--- config.mk ---
export PLATFORM = sky130hd
export DESIGN_NAME = lfsr_prbs_check
export DESIGN_NICKNAME = d
export VERILOG_FILES = /design/src/rtl/lfsr_prbs_check.sv
export SDC_FILE = /design/constraint.sdc
export NUM_CORES = 1
export LEC_CHECK = 0
export CAP_MARGIN = 10
export CORE_MARGIN = 2
export CORE_UTILIZATION = 40
export CTS_BUF_LIST = sky130_fd_sc_hd__clkbuf_2
export DETAILED_ROUTE_END_ITERATION = 16
export HOLD_SLACK_MARGIN = 0.12
export SKIP_LAST_GASP = 1
export SLEW_MARGIN = 10
export SYNTH_ARGS = -nofsm -noshare
export SYNTH_HDL_FRONTEND = slang
export SYNTH_SLANG_ARGS = --single-unit
--- constraint.sdc ---
create_clock -name clk -period 5.4 [get_ports clk]
set_clock_uncertainty 0.1 [all_clocks]
set_input_delay 1.62 -clock clk [delete_from_list [all_inputs] [get_ports clk]]
set_output_delay 1.62 -clock clk [all_outputs]
set_load 0.005 [all_outputs]
--- src/rtl/lfsr_prbs_check.sv ---
// Self-synchronizing PRBS checker: predicts each received bit from earlier received bits,
// flags per-bit mismatches, tracks lock and keeps a saturating bit-error count.
module lfsr_prbs_check #(
    parameter int                    LFSR_WIDTH   = 9,
    parameter logic [LFSR_WIDTH-1:0] LFSR_POLY    = 9'h021,
    parameter int                    REVERSE      = 0,
    parameter int                    DATA_WIDTH   = 8,
    parameter int                    LOCK_COUNT   = 16,
    parameter int                    UNLOCK_COUNT = 4,
    parameter int                    COUNT_WIDTH  = 32
) (
    input  logic                   clk,
    input  logic                   rst,
    input  logic [DATA_WIDTH-1:0]  data_in,
    input  logic                   data_in_valid,
    input  logic                   clear_count,
    output logic [DATA_WIDTH-1:0]  error_out,
    output logic                   error_valid,
    output logic                   locked,
    output logic [COUNT_WIDTH-1:0] error_count
);

    localparam int FILL_WORDS = (LFSR_WIDTH + DATA_WIDTH - 1) / DATA_WIDTH;
    localparam int FILL_W     = $clog2(FILL_WORDS + 1);
    localparam int GOOD_W     = $clog2(LOCK_COUNT + 1);
    localparam int BAD_W      = $clog2(UNLOCK_COUNT + 1);
    localparam int SEQ_W      = LFSR_WIDTH + DATA_WIDTH;
    localparam int PC_W       = $clog2(DATA_WIDTH + 1);

    localparam logic [1:0] S_FILL   = 2'd0;
    localparam logic [1:0] S_HUNT   = 2'd1;
    localparam logic [1:0] S_LOCKED = 2'd2;

    logic [1:0]             state;
    logic [FILL_W-1:0]      fill_cnt;
    logic [GOOD_W-1:0]      good_cnt;
    logic [BAD_W-1:0]       bad_cnt;
    // hist[0] is the oldest received bit, hist[LFSR_WIDTH-1] the newest
    logic [LFSR_WIDTH-1:0]  hist;

    logic [DATA_WIDTH-1:0]  tbits_p0;
    logic [SEQ_W-1:0]       seq_p0;
    logic [DATA_WIDTH-1:0]  mism_t_p0;
    logic [DATA_WIDTH-1:0]  mism_p0;
    logic [LFSR_WIDTH-1:0]  hist_nxt_p0;
    logic                   err_p0;
    logic                   clean_p0;
    logic [PC_W-1:0]        pc_p0;
    logic [COUNT_WIDTH-1:0] cnt_nxt_p0;

    function automatic logic [PC_W-1:0] popcount(input logic [DATA_WIDTH-1:0] v);
        logic [PC_W-1:0] pc;
        pc = '0;
        for (int i = 0; i < DATA_WIDTH; i++)
            pc = pc + PC_W'(v[i]);
        return pc;
    endfunction

    function automatic logic [COUNT_WIDTH-1:0] sat_add(input logic [COUNT_WIDTH-1:0] a,
                                                       input logic [PC_W-1:0] b);
        logic [COUNT_WIDTH:0] s;
        s = {1'b0, a} + (COUNT_WIDTH + 1)'(b);
        if (s[COUNT_WIDTH])
            return '1;
        return s[COUNT_WIDTH-1:0];
    endfunction

    // Stage p0: time-ordered bits, per-bit prediction across history and the word itself
    always_comb begin
        tbits_p0  = '0;
        mism_t_p0 = '0;
        mism_p0   = '0;
        for (int t = 0; t < DATA_WIDTH; t++)
            tbits_p0[t] = (REVERSE != 0) ? data_in[t] : data_in[DATA_WIDTH-1-t];
        seq_p0 = {tbits_p0, hist};
        for (int t = 0; t < DATA_WIDTH; t++) begin
            logic pred;
            pred = 1'b0;
            for (int k = 0; k < LFSR_WIDTH; k++)
                if (LFSR_POLY[k])
                    pred = pred ^ seq_p0[t+k];
            mism_t_p0[t] = pred ^ tbits_p0[t];
        end
        for (int t = 0; t < DATA_WIDTH; t++) begin
            if (REVERSE != 0)
                mism_p0[t] = mism_t_p0[t];
            else
                mism_p0[DATA_WIDTH-1-t] = mism_t_p0[t];
        end
        hist_nxt_p0 = seq_p0[DATA_WIDTH +: LFSR_WIDTH];
    end

    // An all-zero word over an all-zero history satisfies the recurrence trivially
    assign err_p0   = |mism_p0;
    assign clean_p0 = !err_p0 && !((data_in == '0) && (hist == '0));
    assign pc_p0    = popcount(mism_p0);

    always_comb begin
        cnt_nxt_p0 = clear_count ? '0 : error_count;
        if (data_in_valid && (state == S_LOCKED))
            cnt_nxt_p0 = sat_add(cnt_nxt_p0, pc_p0);
    end

    // Stage p1: registered outputs, history and lock FSM
    always_ff @(posedge clk or posedge rst) begin
        if (rst) begin
            state       <= S_FILL;
            fill_cnt    <= '0;
            good_cnt    <= '0;
            bad_cnt     <= '0;
            hist        <= '0;
            error_out   <= '0;
            error_valid <= 1'b0;
            error_count <= '0;
        end else begin
            error_count <= cnt_nxt_p0;
            error_valid <= data_in_valid && (state != S_FILL);
            error_out   <= (data_in_valid && (state != S_FILL)) ? mism_p0 : '0;
            if (data_in_valid) begin
                hist <= hist_nxt_p0;
                case (state)
                    S_FILL: begin
                        if (fill_cnt == FILL_W'(FILL_WORDS - 1)) begin
                            state    <= S_HUNT;
                            fill_cnt <= '0;
                        end else begin
                            fill_cnt <= fill_cnt + 1'b1;
                        end
                    end
                    S_HUNT: begin
                        if (!clean_p0) begin
                            good_cnt <= '0;
                        end else if (good_cnt == GOOD_W'(LOCK_COUNT - 1)) begin
                            state    <= S_LOCKED;
                            good_cnt <= '0;
                            bad_cnt  <= '0;
                        end else begin
                            good_cnt <= good_cnt + 1'b1;
                        end
                    end
                    S_LOCKED: begin
                        if (!err_p0) begin
                            bad_cnt <= '0;
                        end else if (bad_cnt == BAD_W'(UNLOCK_COUNT - 1)) begin
                            state    <= S_HUNT;
                            good_cnt <= '0;
                            bad_cnt  <= '0;
                        end else begin
                            bad_cnt <= bad_cnt + 1'b1;
                        end
                    end
                    default: state <= S_FILL;
                endcase
            end
        end
    end

    assign locked = (state == S_LOCKED);

endmodule

==> results.cfg, run 1 <==
[cts]
clock_latency_ns = 0.50
path_clk_slew_ns = 0.21
cts-root-buf = clkbuf_2
cts.sinks = 62
cts_buffer_depth = 2
cts-hold-fix-buffers = 0
cts_made_buffers = 9
cts_tree = done
cts_max_level = 3

[worst_setup_path]
slowest_delay_ns = 0.56
slowest_stage = or4_4
critPathArrivalTime_ns = 5.68
worstSetupStartpointType = input port
critPathKind = in2reg
worstPathMaxFanout = 4
critPathCaptureType = flip-flop
crit_chain = dlymetal6s2s_1 > xnor3_1 > fa_1 > inv_1 > fa_1 > inv_1 > fa_1 > fa_2 > nor2b_2 > o21ai_2 > a21oi_2 > buf_4 > o2111ai_4 > or4_4 > nand3_1
crit_path_frequent_cell = fa_1
crit_family = adder cells
cp_num_buf_inv = 4
crit_required_ns = 5.76

[die]
start_util_pct = 41.4
ioPinCount = 54
die_area_um2 = 9800
die_width_um = 99.0
row_count = 34
die_y_um = 99.0
core-area_um2 = 8720

[layout]
multi_input_area_um2 = 2060
nets = 472
postLayoutCoreUtil_pct = 54.1
final_area_um2 = 4720
diodes = 0
final_cells = 559
seq_area_um2 = 1550
drive_gt1_share_pct = 20.2
fill_cells = 786
syn2layout_area_growth_pct = 30.8

[logic_synthesis]
yosysUniqueCellTypes = 61
ys_warn_count = 0
synth-seq-cells = 62
synth_edf_count = 0
syn_nets = 386
synthArstFlopShare_pct = 100
syn_inst = 360
syn_avg_cell_area_um2 = 10.0
synth_ff_type = dfrtp_1
synth_area_um2 = 3610
seq_area_frac_synth_pct = 43.0

[run]
max-cap-violations = 0

[placement]
dpl.cell_count = 537
io_buffer_count = 53
place_congestion = 0.859
dp_slack_ns = -0.668
dpl.hpwl_um = 6020
post_dp_cell_area_um2 = 4440

[routing]
ant_nets = 0
viasPerCell = 5.22
dr.first_iter.drc_count = 57
route.detailed.drc = 0
vias = 2919
drt_pre_antenna_iters = 4
wl_um = 8280
wl_per_cell_um = 14.8

[power]
power_mw = 1.09
peakVddDrop_mv = 0.151
powerDensity_nw_per_um2 = 231
leakage_nw = 2.22

[status]
status = finished, final reports clean

[grt]
use_met3_pct = 3.33
antenna_found_initial = 0
grt_util_met2_pct = 29.1
met1_usage_pct = 25.5
gr-total-overflow = 0
grtUsageTotal_pct = 18.3
grt_pass1_vias = 2970
busiest_layer = met2
grt_pass1_wl_um = 14400
grt_max_degree = 38

[worst_hold_path]
min_path_type = reg2reg

[timing]
post-route-period-util_pct = 98.5
worst_slack_ns = 0.0820
worst_slew_pin_slew_ns = 0.737
hold_ws_ns = 0.398
rsz0062_at_grt = false
finalCriticalPeriod_ns = 5.32
drv_slew = 0
setup_violations = 0
hold_viol_final = 0
clock.fmax_ghz = 0.188
slew_headroom_pct = 50.8
finalSetupTns_ns = 0
cell usage in the layout, fill, tap and decap left out, types with 3 or more instances in the layout:
master and instances:
nor4_1 4, o211ai_1 3, nand2b_1 6, o21ai_0 20, inv_1 13, and4b_1 3, dfrtp_1 62, clkinv_2 4
o2111ai_1 3, fa_1 3, nand4_1 8, clkdlybuf4s50_1 47, nor2b_1 16, nor2_1 22, nand3_1 15, ha_1 9
nor3_1 5, a21o_1 3, clkbuf_2 9, dlymetal6s2s_1 6, xnor2_1 19, xor2_1 8, nor3_2 4, mux2i_1 3
xnor3_1 3, nand2_1 43, buf_4 34, and3_1 3, or3_1 4, mux2_2 10
cells in the mapped netlist, drive strengths merged, types with 6 or more instances:
| library cell | n | area [µm²] |
|---|---|---|
| inv | 15 | 56.3 |
| buf | 7 | 43.8 |
| xor2 | 10 | 87.6 |
| clkbuf | 6 | 22.5 |
| nand3 | 15 | 75.1 |
| nand4 | 9 | 71.3 |
| nor3 | 11 | 66.3 |
| mux2 | 10 | 113 |
| nand2 | 43 | 161 |
| xnor2 | 21 | 184 |
| ha | 9 | 113 |
| o21ai | 22 | 110 |
| nand2b | 7 | 51.3 |
| dfrtp | 62 | 1550 |
| nor2 | 23 | 86.3 |
| nor2b | 18 | 115 |
state kept, by name, summed over array words and instances (netlist names):
signal	flops
error_valid	1
state	2
error_out	8
fill_cnt	2
error_count	32
bad_cnt	3
good_cnt	5
hist	9
metal layers:
metal,part of all wire (%),up-vias
met5,0,-
met4,0.85,0
met3,3.9,5
met2,48,59
met1,47,1430
li1,-,1425
power breakdown:
group	leakage [nW]	internal, mW	switching (mW)
logic	1.32	0.166	0.144
clock network	0.0675	0.103	0.180
registers	0.828	0.485	0.0146
total	2.22	0.754	0.339
kinds of logic after synthesis:
kind of cell / after synthesis / share of synthesized area [%]
buffers and inverters: 28 / 3.40
flip-flops: 62 / 43.0
AND/OR/NAND/NOR: 156 / 24.3
multiplexers: 13 / 3.95
XOR/XNOR: 34 / 9.39
adder cells (fa/ha/maj): 14 / 5.89
AO/OA/AOI/OAI: 53 / 10.1
area by class of cell:
type	count	share of cell area, %
well taps	108	2.86
multi-input cells	270	43.6
flip-flops and latches	62	32.9
repair buffers	88	17.2
clock buffers	9	0.954
clock inverters	7	1.38
inverters	15	1.19
final timing paths:
path                                              start                         to  slack [ns]  depth (start not counted)
worst min register to register  fill_cnt[0]$_DFFE_PP0P_    fill_cnt[0]$_DFFE_PP0P_        0.40                          1
worst min-delay path            fill_cnt[0]$_DFFE_PP0P_    fill_cnt[0]$_DFFE_PP0P_        0.40                          1
worst max-delay path                         data_in[3]  error_count[25]$_DFF_PP0_        0.08                         15
worst max register to register      hist[7]$_DFFE_PP0P_  error_count[25]$_DFF_PP0_        0.94                         15
min in group asynchronous                           rst    good_cnt[3]$_DFFE_PP0P_        1.43                          2
max in group asynchronous                           rst   error_count[5]$_DFF_PP0_        2.88                          3
repair_timing:
action	in CTS	in global routing
setup endpoints to repair	29	32
pin swaps	3	7
gates resized for setup	7	19
buffers inserted	3	3
Power figures use the tool's default switching activity.
==> run 2: changes to the inputs <==
--- a/config.mk
+++ b/config.mk
@@ -10,6 +10,7 @@
 export CORE_UTILIZATION = 40
 export CTS_BUF_LIST = sky130_fd_sc_hd__clkbuf_2
 export DETAILED_ROUTE_END_ITERATION = 16
+export DONT_BUFFER_PORTS = 1
 export HOLD_SLACK_MARGIN = 0.12
 export SKIP_LAST_GASP = 1
 export SLEW_MARGIN = 10
==> run 2 against run 1 <==
Net effect:
- count of clock-buffer cells in the layout increased by 1
- sequential power about the same
- non-clock buffer count decreased by 70
- die area unchanged
- register-to-register slack improved by 0.08 ns
- cell area decreased by 16%
- combinational power decreased by 25%
- largest cell class unchanged
- largest power group unchanged
- fmax increased by 5.7%
- critical endpoint is now error_count[18]$_DFF_PP0_
==> results.cfg, run 2 (same netlist as run 1, synthesis figures left out) <==
[die]
die_area_um2 = 9800
row_count = 34
ioPinCount = 54
core-area_um2 = 8720
start_util_pct = 41.4
die_y_um = 99.0
die_width_um = 99.0

[timing]
worst_slack_ns = 0.370
post-route-period-util_pct = 93.1
finalCriticalPeriod_ns = 5.03
worst_slew_pin_slew_ns = 0.801
setup_violations = 0
clock.fmax_ghz = 0.199
slew_headroom_pct = 46.6
hold_viol_final = 0
hold_ws_ns = 0.398
drv_slew = 0
rsz0062_at_grt = false

[routing]
wl_per_cell_um = 15.7
ant_nets = 0
wl_um = 7680
drt_pre_antenna_iters = 4
dr.first_iter.drc_count = 94
viasPerCell = 5.42
route.detailed.drc = 0
vias = 2650

[layout]
regMostFlops = error_count
drive_gt1_share_pct = 14.4
top_regs = error_count x32, hist x9, error_out x8
largest_reg_flops = 32
nets = 402
final_cell_mix = dfrtp_1, nand2_1, nor2_1
syn2layout_area_growth_pct = 9.46
final_cells = 489
postLayoutCoreUtil_pct = 45.3
final_common_cell = dfrtp_1
diodes = 0

[placement]
io_buffer_count = 0
dpl.cell_count = 473
place_congestion = 0.846
dpl.hpwl_um = 5530
dp_slack_ns = -0.118

[cts]
cts_buffer_depth = 2
cts_max_level = 3
path_clk_slew_ns = 0.16
clock_latency_ns = 0.50
cts_resized = 0
cts.sinks = 62
cts_made_buffers = 9
cts_setup_buffers = 0
cts_tree = done
cts-hold-fix-buffers = 0
cts-root-buf = clkbuf_2

[power]
powerDensity_nw_per_um2 = 265
power_mw = 1.05
leakage_nw = 1.87
peakVddDrop_mv = 0.142

[worst_hold_path]
min_from = fill_cnt[0]$_DFFE_PP0P_
min_path_type = reg2reg

[grt]
grtUsageTotal_pct = 16.6
grt_max_degree = 63
grt_pass1_vias = 2708
grt_pass1_wl_um = 13100
gr-total-overflow = 0
antenna_found_initial = 0

[worst_setup_path]
critPathArrivalTime_ns = 5.32
worstPathMaxFanout = 6
critPathKind = in2reg
critPathCaptureType = flip-flop
crit_required_ns = 5.69
reg2reg_from = hist[7]$_DFFE_PP0P_
startpoint = data_in[3]
worstSetupStartpointType = input port

[run]
max-cap-violations = 0

[status]
status = finished, final reports clean
run 2: changes by cell type in the layout (fill, tap and decap cells not counted), moves of 3 or more:
cell             change
clkdlybuf4s50_1     -47
buf_4               -16
nor3_1               +5
nor3_2               -4
clkinv_1             +3
dlymetal6s2s_1       -6
clkinv_2             -3
run 2: worst paths after layout:
check | end | slack [ns] | depth (start not counted)
max | error_count[18]$_DFF_PP0_ | 0.37 | 15
min | fill_cnt[0]$_DFFE_PP0P_ | 0.40 | 1
max reg2reg | error_count[18]$_DFF_PP0_ | 1.02 | 16
min reg2reg | fill_cnt[0]$_DFFE_PP0P_ | 0.40 | 1
max in group asynchronous | error_count[7]$_DFF_PP0_ | 3.55 | 2
min in group asynchronous | fill_cnt[0]$_DFFE_PP0P_ | 1.11 | 2
run 2: final cells by class:
type / instances / area [µm²]
clock inverters: 6 / 76.3
multi-input cells: 270 / 1950
clock buffers: 10 / 50.0
repair buffers: 18 / 135
flip-flops and latches: 62 / 1550
inverters: 15 / 56.3
well taps: 108 / 135
fillers: 841 / 4770
run 2: report_power, final:
part,switching [mW],internal [mW],total [mW]
Sequential,0.0158,0.485,0.500
Combinational,0.115,0.119,0.234
Clock,0.165,0.150,0.315
Total,0.295,0.754,1.05
run 2: worst max-delay path, stage by stage:
cell and delay [ns]:
xnor3_1 0.39, fa_1 0.49, inv_1 0.05, fa_1 0.53, inv_1 0.05, fa_1 0.46
fa_2 0.36, inv_2 0.06, fa_2 0.19, a21o_1 0.12, a21o_1 0.23, nand4_1 0.27
nor3_1 0.26, xnor2_1 0.14, o21ai_0 0.08
run 2: per-layer routing:
| metal | up-vias | routed length, µm | global-route usage [%] |
|---|---|---|---|
| met1 | 1296 | 3380 | 19.3 |
| met2 | 56 | 3710 | 28.4 |
| li1 | 1286 | - | - |
| met5 | - | 0 | 0 |
| met3 | 12 | 459 | 6.10 |
| met4 | 0 | 131 | 5.58 |
run 2: through the flow:
| stage | instance area (µm²) | setup TNS [ns] |
|---|---|---|
| final | 3950 | 0 |
| after global routing | 3950 | 0 |
| after CTS | 3950 | 0 |
| after detailed placement | 3830 | -1.00 |
| after global placement | 3830 | -0.648 |
| after floorplan | 3620 | -0.0170 |
==> run 3: changes to the inputs <==
--- a/config.mk
+++ b/config.mk
@@ -7,11 +7,12 @@
 export LEC_CHECK = 0
 export CAP_MARGIN = 10
 export CORE_MARGIN = 2
-export CORE_UTILIZATION = 40
+export CORE_UTILIZATION = 58
 export CTS_BUF_LIST = sky130_fd_sc_hd__clkbuf_2
 export DETAILED_ROUTE_END_ITERATION = 16
 export DONT_BUFFER_PORTS = 1
 export HOLD_SLACK_MARGIN = 0.12
+export PLACE_DENSITY = 0.74
 export SKIP_LAST_GASP = 1
 export SLEW_MARGIN = 10
 export SYNTH_ARGS = -nofsm -noshare
==> constraint.sdc (replaced) <==
create_clock -name clk -period 5.6 [get_ports clk]
set_clock_uncertainty 0.1 [all_clocks]
set_input_delay 1.68 -clock clk [delete_from_list [all_inputs] [get_ports clk]]
set_output_delay 1.68 -clock clk [all_outputs]
set_load 0.005 [all_outputs]
==> run 3 against run 2 <==
Net effect:
- clock power down 30%
- combinational power is 9.4% lower
- die area shrank 30%
- core utilization up 19 points
- via count about the same
- non-clock buffer count is 6 lower
- count of clock-buffer cells in the layout up 1
- largest cell class unchanged
- critical path depth unchanged
- power fell by 13%
==> results.cfg, run 3 (same netlist as run 1, synthesis figures left out) <==
[status]
status = finished, final reports clean

[timing]
setup_violations = 0
worst_slew_pin_slew_ns = 0.630
drv_slew = 0
finalSetupTns_ns = 0
post-route-period-util_pct = 95.9
finalCriticalPeriod_ns = 5.37
slew_headroom_pct = 57.7
rsz0062_at_grt = false
hold_viol_final = 0
clock.fmax_ghz = 0.186

[die]
ioPinCount = 54
die_width_um = 82.9
start_util_pct = 60.6
die_y_um = 82.9
die_area_um2 = 6870
row_count = 28
core-area_um2 = 5960

[grt]
grt_pass1_wl_um = 12700
grt_pass1_vias = 2668
grt_util_met2_pct = 38.6
gr-total-overflow = 0
met1_usage_pct = 27.6
grt_max_degree = 47
busiest_layer = met2
use_met3_pct = 7.75
antenna_found_initial = 0
grtUsageTotal_pct = 23.0

[layout]
diodes = 0
regMostFlops = error_count
final_common_cell = dfrtp_1
final_cell_mix = dfrtp_1, nand2_1, nor2_1
final_cells = 450
nets = 396
largest_reg_flops = 32
drive_gt1_share_pct = 13.1
syn2layout_area_growth_pct = 5.65
top_regs = error_count x32, hist x9, error_out x8
fill_cells = 498

[routing]
ant_nets = 0
viasPerCell = 5.89
wl_per_cell_um = 16.4
wl_um = 7360
route.detailed.drc = 0
dr.first_iter.drc_count = 154
drt_pre_antenna_iters = 4
vias = 2651

[worst_setup_path]
crit_required_ns = 5.92
worstSetupStartpointType = input port
critPathCaptureType = flip-flop
critPathKind = in2reg
worstPathMaxFanout = 6
critPathArrivalTime_ns = 5.69

[cts]
cts_buffer_depth = 2
cts.sinks = 62
cts-hold-fix-buffers = 0
cts_max_level = 3
cts-root-buf = clkbuf_2
cts_made_buffers = 9
cts_resized = 0
clock_latency_ns = 0.51
path_clk_slew_ns = 0.17
cts_setup_buffers = 0
cts_tree = done

[placement]
dpl.cell_count = 434
dpl.hpwl_um = 5340
place_congestion = 0.811
io_buffer_count = 0

[worst_hold_path]
min_path_type = reg2reg

[power]
peakVddDrop_mv = 0.170
leakage_nw = 1.82
powerDensity_nw_per_um2 = 240

[run]
max-cap-violations = 0
## run 3: cell count changes in the layout (fill, tap and decap cells not counted), sizes merged
cell	before	now
bufinv	2	0
clkinvlp	0	1
buf	18	12
clkbuf	10	11
## run 3: layout make-up
type	instances	area (µm²)	area share, %
Sequential cell	62	1550	40.7
Clock inverter	5	26.3	0.689
Multi-Input combinational cell	270	1940	50.9
Inverter	15	56.3	1.48
Timing Repair Buffer	12	90.1	2.36
Clock buffer	11	55.1	1.44
Tap cell	75	93.8	2.46
## run 3: final timing paths
| kind | end | depth (start not counted) | slack (ns) | start |
|---|---|---|---|---|
| min reg2reg | fill_cnt[0]$_DFFE_PP0P_ | 1 | 0.40 | fill_cnt[0]$_DFFE_PP0P_ |
| max reg2reg | error_count[18]$_DFF_PP0_ | 16 | 0.92 | hist[7]$_DFFE_PP0P_ |
| max in group asynchronous | bad_cnt[2]$_DFFE_PP0P_ | 2 | 3.60 | rst |
| max | error_count[18]$_DFF_PP0_ | 15 | 0.23 | data_in[3] |
| min | fill_cnt[0]$_DFFE_PP0P_ | 1 | 0.40 | fill_cnt[0]$_DFFE_PP0P_ |
| min in group asynchronous | error_count[14]$_DFF_PP0_ | 1 | 0.89 | rst |
## run 3: where the power goes
group / leakage, nW / switching (mW) / internal [mW] / total, mW
sequential: 0.828 / 0.0154 / 0.467 / 0.483
combinational: 0.932 / 0.108 / 0.104 / 0.212
clock: 0.0591 / 0.164 / 0.0583 / 0.222
## run 3: worst max-delay path, cell delays in order
cell and delay, ns:
xnor3_1 0.40, fa_1 0.50, inv_1 0.06, fa_1 0.52
inv_1 0.05, fa_1 0.51, fa_2 0.41, inv_1 0.09
fa_2 0.21, a21o_1 0.12, a21o_1 0.23, nand4_1 0.32
nor3_1 0.31, xnor2_1 0.17, o21ai_0 0.09
## run 3: through the flow
step	worst slack, ns	hold slack [ns]	instance area (µm²)	total power [mW]	util, %
6_report	0.231	0.398	3810	0.916	64.1
5_1_grt	0.0973	0.423	3810	0.984	64.1
4_1_cts	0.262	0.403	3810	0.928	64.1
3_5_place_dp	-0.283	0.378	3730	0.708	62.7
3_3_place_gp	-0.155	0.372	3730	0.695	62.7
2_1_floorplan	0.0177	0.358	3620	0.654	-
## run 3: routing by layer
layer | vias up | routed length [µm]
li1 | 1283 | -
met1 | 1285 | 3150
met2 | 74 | 3630
met3 | 9 | 468
met4 | 0 | 113
met5 | - | 0
